File: src/rtl/uart_tx_sched.sv
// Round-robin scheduler plus 8N1 serializer sharing one UART TX line among N_REQ byte requesters.
// Line edges happen only on the baud tick; back-to-back frames leave no idle bit between them.
module uart_tx_sched #(
    parameter int N_REQ  = 4,
    parameter int DATA_W = 8
) (
    input  logic                       clk,
    input  logic                       reset,
    input  logic                       tick,
    input  logic [N_REQ-1:0]           req_valid,
    input  logic [N_REQ*DATA_W-1:0]    req_data,
    output logic [N_REQ-1:0]           req_ready,
    output logic                       tx,
    output logic                       busy,
    output logic [$clog2(N_REQ)-1:0]   grant_id,
    output logic                       frame_done
);
    localparam int ID_W  = $clog2(N_REQ);
    localparam int BIT_W = (DATA_W > 1) ? $clog2(DATA_W) : 1;

    // state   | meaning
    // S_IDLE  | line high, waiting for any valid requester
    // S_WAIT  | byte accepted, waiting for the tick that drops the start bit
    // S_START | start bit on the line
    // S_DATA  | data bit bit_idx_q on the line (LSB first)
    // S_STOP  | stop bit on the line; may chain straight into the next frame
    typedef enum logic [2:0] {S_IDLE, S_WAIT, S_START, S_DATA, S_STOP} state_e;

    state_e            state_q, state_d;
    logic [DATA_W-1:0] data_q, data_d;
    logic [BIT_W-1:0]  bit_idx_q, bit_idx_d;
    logic [ID_W-1:0]   rr_ptr_q, rr_ptr_d;
    logic [ID_W-1:0]   grant_q, grant_d;
    logic [N_REQ-1:0]  ready_q, ready_d;
    logic              tx_q, tx_d;
    logic              busy_q, busy_d;
    logic              done_q, done_d;

    logic [ID_W-1:0]   pick;
    logic              any_valid;
    logic              accept;

    function automatic logic [ID_W-1:0] wrap_idx(input logic [ID_W-1:0] base, input int off);
        int s;
        s = int'(base) + off;
        if (s >= N_REQ) s = s - N_REQ;
        return ID_W'(s);
    endfunction

    // Scanning from the far end down lets the nearest valid index at or after rr_ptr win.
    always_comb begin
        pick      = rr_ptr_q;
        any_valid = 1'b0;
        for (int i = N_REQ - 1; i >= 0; i--) begin
            if (req_valid[wrap_idx(rr_ptr_q, i)]) begin
                pick      = wrap_idx(rr_ptr_q, i);
                any_valid = 1'b1;
            end
        end
    end

    always_comb begin
        state_d   = state_q;
        data_d    = data_q;
        bit_idx_d = bit_idx_q;
        rr_ptr_d  = rr_ptr_q;
        grant_d   = grant_q;
        ready_d   = '0;
        tx_d      = tx_q;
        busy_d    = busy_q;
        done_d    = 1'b0;
        accept    = 1'b0;
        case (state_q)
            S_IDLE: begin
                tx_d = 1'b1;
                if (any_valid) begin
                    accept  = 1'b1;
                    state_d = S_WAIT;
                end
            end
            S_WAIT: if (tick) begin
                tx_d    = 1'b0;
                state_d = S_START;
            end
            S_START: if (tick) begin
                tx_d      = data_q[0];
                bit_idx_d = '0;
                state_d   = S_DATA;
            end
            S_DATA: if (tick) begin
                if (bit_idx_q == BIT_W'(DATA_W - 1)) begin
                    tx_d    = 1'b1;
                    state_d = S_STOP;
                end else begin
                    bit_idx_d = bit_idx_q + BIT_W'(1);
                    data_d    = data_q >> 1;
                    tx_d      = data_d[0];
                end
            end
            S_STOP: if (tick) begin
                done_d = 1'b1;
                if (any_valid) begin
                    accept  = 1'b1;
                    tx_d    = 1'b0;
                    state_d = S_START;
                end else begin
                    busy_d  = 1'b0;
                    state_d = S_IDLE;
                end
            end
            default: state_d = S_IDLE;
        endcase
        if (accept) begin
            ready_d[pick] = 1'b1;
            data_d        = req_data[int'(pick)*DATA_W +: DATA_W];
            grant_d       = pick;
            rr_ptr_d      = wrap_idx(pick, 1);
            busy_d        = 1'b1;
        end
    end

    always_ff @(posedge clk) begin
        if (!reset) begin
            state_q   <= S_IDLE;
            data_q    <= '0;
            bit_idx_q <= '0;
            rr_ptr_q  <= '0;
            grant_q   <= '0;
            ready_q   <= '0;
            tx_q      <= 1'b1;
            busy_q    <= 1'b0;
            done_q    <= 1'b0;
        end else begin
            state_q   <= state_d;
            data_q    <= data_d;
            bit_idx_q <= bit_idx_d;
            rr_ptr_q  <= rr_ptr_d;
            grant_q   <= grant_d;
            ready_q   <= ready_d;
            tx_q      <= tx_d;
            busy_q    <= busy_d;
            done_q    <= done_d;
        end
    end

    assign req_ready  = ready_q;
    assign tx         = tx_q;
    assign busy       = busy_q;
    assign grant_id   = grant_q;
    assign frame_done = done_q;

endmodule

File: config.mk
export PLATFORM = sky130hd
export DESIGN_NAME = uart_tx_sched
export DESIGN_NICKNAME = d
export VERILOG_FILES = /design/src/rtl/uart_tx_sched.sv
export SDC_FILE = /design/constraint.sdc
export NUM_CORES = 1
export LEC_CHECK = 0
export CAP_MARGIN = 40
export CORE_ASPECT_RATIO = 1.5
export CORE_MARGIN = 2
export CORE_UTILIZATION = 46
export CTS_CLUSTER_SIZE = 8
export DETAILED_ROUTE_END_ITERATION = 8
export GPL_TIMING_DRIVEN = 0
export PLACE_DENSITY = 0.85
export SLEW_MARGIN = 20
export SYNTH_ARGS = -nofsm -noshare
export SYNTH_HDL_FRONTEND = slang
export SYNTH_SLANG_ARGS = --single-unit
File: constraint.sdc
create_clock -name clk -period 2.8 [get_ports clk]
set_input_delay 0.28 -clock clk [delete_from_list [all_inputs] [get_ports clk]]
set_output_delay 0.28 -clock clk [all_outputs]
set_load 0.01 [all_outputs]
==> impl_metrics.json <==
{
  "status": "complete, no violations",
  "post_cts_resize_count": 0,
  "via_count_of_the_first_global_routing_pass": 1437,
  "layout.filler_cells": 276,
  "drt_pass1_iterations": 4,
  "synth_ff_type": "sky130_fd_sc_hd__dfxtp_1",
  "power_leakage_nw": 0.844,
  "timing.slew.headroom": 0.665,
  "cellPowerDensity_mw_per_mm2": 514,
  "timing.final.setup_violations": 0,
  "syn2layout_area_growth_pct": 36.6,
  "final_area_mm2": 0.00211,
  "min-delay-path-class": "register to register",
  "synth-seq-cells": 25,
  "maxSlewViolCount": 0,
  "cts_sinks": 25,
  "final_antenna_net_count": 0,
  "hold_depth": 2,
  "wl_per_cell_um": 13.6,
  "cts.hold.buffers_added": 0,
  "post_synth_num_cell_types": 42,
  "grt_remaining_overflow": 0,
  "synth_cells": 173,
  "nNetsFinal": 270,
  "final_min_period_over_clock_period": 0.845,
  "worst-path-max-fanout": 10,
  "track_usage": 0.205,
  "design.portCount": 48,
  "routed_wirelength_mm": 3.60,
  "finalWorstPathRequiredPeriod_ns": 2.37,
  "clock_tree.root_cell": "sky130_fd_sc_hd__clkbuf_8",
  "clk-insertion-delay-late_ns": 0.27,
  "port_buffers": 47,
  "floorplan.initialDensity": 0.485,
  "path_cells": "clkdlybuf4s50_1, and3b_1, nor4_4, or2_1, buf_6, mux2_1, a221o_1",
  "dp_cells": 260,
  "syn-num-nets": 218,
  "die_width_um": 51.3,
  "synth_area_per_cell_um2": 8.94,
  "timing.critical_path.slowest_cell_delay_ns": 0.57,
  "syn_area_mm2": 0.00155,
  "rsz0062_at_grt": "no",
  "grt_first_pass_wirelength_mm": 6.05,
  "viasPerCell": 5.50,
  "tritoncts": "built",
  "stdcell_count": 264,
  "detail_route.iter0.violations": 42,
  "drt_drc_violations_left": 0,
  "vdd_ir_drop_max_uv": 284,
  "placement_rows": 25,
  "timing.critical_path.to_type": "register",
  "critPathSlowestCell": "sky130_fd_sc_hd__clkdlybuf4s50_1",
  "die_y_um": 75.0,
  "post_cts_buffers": 0,
  "setup_tns_after_final_layout_ns": 0,
  "final-hold-violation-count": 0,
  "transition_at_the_pin_with_the_smallest_max_transition_slack_ns": 0.498,
  "largest_net_degree_at_the_start_of_global_routing": 14,
  "placer_s_final_routability_congestion_estimate": 0.841,
  "yosysWarnings": 0,
  "cts-buffers-inserted": 3,
  "worstPathArrival_ns": 2.53,
  "timing.fmax_mhz": 422,
  "cts_htree_levels": 1,
  "total_power_mw": 1.08,
  "post-route-worst-setup-slack_ns": 0.433,
  "drive_gt1_frac": 0.103,
  "worst_clock_skew_ns": 0.00603,
  "ys_async_sr_fraction": 0,
  "hpwl_mm": 2.80,
  "area_enclosed_by_the_die_boundary_mm2": 0.00385,
  "vias_after_detailed_routing": 1452,
  "final_common_cell": "sky130_fd_sc_hd__clkdlybuf4s50_1",
  "grt_antenna_before_repair": 0,
  "cts_max_path_buffers": 2,
  "worst-r2r-setup-slack_ns": 0.64,
  "placeableCoreArea_mm2": 0.00319,
  "synth_enable_flop_cells": 0,
  "mostFrequentLayoutCells": "sky130_fd_sc_hd__clkdlybuf4s50_1 (47), sky130_fd_sc_hd__dfxtp_1 (25), sky130_fd_sc_hd__nand2_1 (18), sky130_fd_sc_hd__nor2_1 (13), sky130_fd_sc_hd__a21oi_1 (10)",
  "antenna-diode-count": 0,
  "worst_r2r_path_depth": 6,
  "yosysSeqAreaShare": 0.324,
  "max-cap-violations": 0,
  "clk_pin_slew_ns": 0.09,
  "crit_type": "input pin to register",
  "post_dp_cell_area_mm2": 0.00207,
  "place_ws_ns": 0.124,
  "cp_data_required_time_ns": 2.96,
  "startpoint_type": "input pin"
}
==> critical path, delay by kind of cell <==
| family | cells | cell delay [ns] |
|---|---|---|
| muxes | 1 | 0.34 |
| and+or+nand+nor | 3 | 0.87 |
| AOI/OAI and AO/OA | 1 | 0.32 |
| buffers and inverters | 2 | 0.73 |
==> metrics by stage <==
stage / hold WS, ns / utilization
6_report: 0.463 / 0.662
3_3_place_gp: 0.442 / 0.648
5_1_grt: 0.478 / 0.662
2_1_floorplan: 0.436 / -
4_1_cts: 0.465 / 0.662
3_5_place_dp: 0.450 / 0.648
==> cells in the mapped netlist, types with 5 or more instances <==
| cell | count | area [µm²] |
|---|---|---|
| sky130_fd_sc_hd__dfxtp_1 | 25 | 500 |
| sky130_fd_sc_hd__nand2_1 | 18 | 67.6 |
| sky130_fd_sc_hd__nor2_1 | 13 | 48.8 |
| sky130_fd_sc_hd__a21oi_1 | 10 | 50.1 |
| sky130_fd_sc_hd__nor3b_1 | 8 | 60.1 |
| sky130_fd_sc_hd__a211oi_1 | 7 | 52.6 |
| sky130_fd_sc_hd__and3_1 | 6 | 37.5 |
| sky130_fd_sc_hd__clkbuf_1 | 6 | 22.5 |
| sky130_fd_sc_hd__ha_1 | 6 | 75.1 |
| sky130_fd_sc_hd__mux2_1 | 5 | 56.3 |
| sky130_fd_sc_hd__nand3_1 | 5 | 25.0 |
| sky130_fd_sc_hd__nor2b_1 | 5 | 31.3 |
==> path summary, 6_finish.rpt <==
check / start / endpoint
setup / recovery: req_valid[3] / data_q[5]
hold / removal: grant_id[1] / grant_id[1]
setup reg to reg: rr_ptr_q[1] / data_q[5]
hold reg to reg: grant_id[1] / grant_id[1]
==> where the power goes <==
group | leakage, nW | switching (mW) | internal (mW)
registers | 0.205 | 0.0368 | 0.407
clock network | 0.0228 | 0.114 | 0.102
logic | 0.616 | 0.204 | 0.220
total | 0.844 | 0.355 | 0.729
==> layer usage <==
metal | track usage | part of all wire | vias up
li1 | - | - | 740
met1 | 0.216 | 0.39 | 671
met2 | 0.416 | 0.56 | 34
met3 | 0.0139 | 0.024 | 7
met4 | 0.0789 | 0.021 | 0
met5 | 0 | 0 | -
==> cell type report <==
| type | count | area (µm²) | area share |
|---|---|---|---|
| buffer | 11 | 66.3 | 0.0314 |
| timing repair buffer | 47 | 470 | 0.223 |
| tap | 40 | 50.0 | 0.0237 |
| inverter | 4 | 15.0 | 0.00711 |
| sequential | 25 | 500 | 0.237 |
| clock buffer | 4 | 45.0 | 0.0213 |
| multi-input combinational | 133 | 965 | 0.457 |
==> state kept, by name, indices dropped and copies added (netlist names) <==
register and cells:
grant_id 2, data_q 8, state_q 3, tx 1, frame_done 1, bit_idx_q 3
busy 1, req_ready 4, rr_ptr_q 2
==> logic make-up after synthesis <==
logic type,Yosys count,share of synthesized area
AND/OR/NAND/NOR,73,0.274
AO/OA/AOI/OAI,42,0.210
flip-flops,25,0.324
buffers and inverters,15,0.0526
multiplexers,12,0.0914
adder cells (fa/ha/maj),6,0.0485
Power figures use the tool's default switching activity.
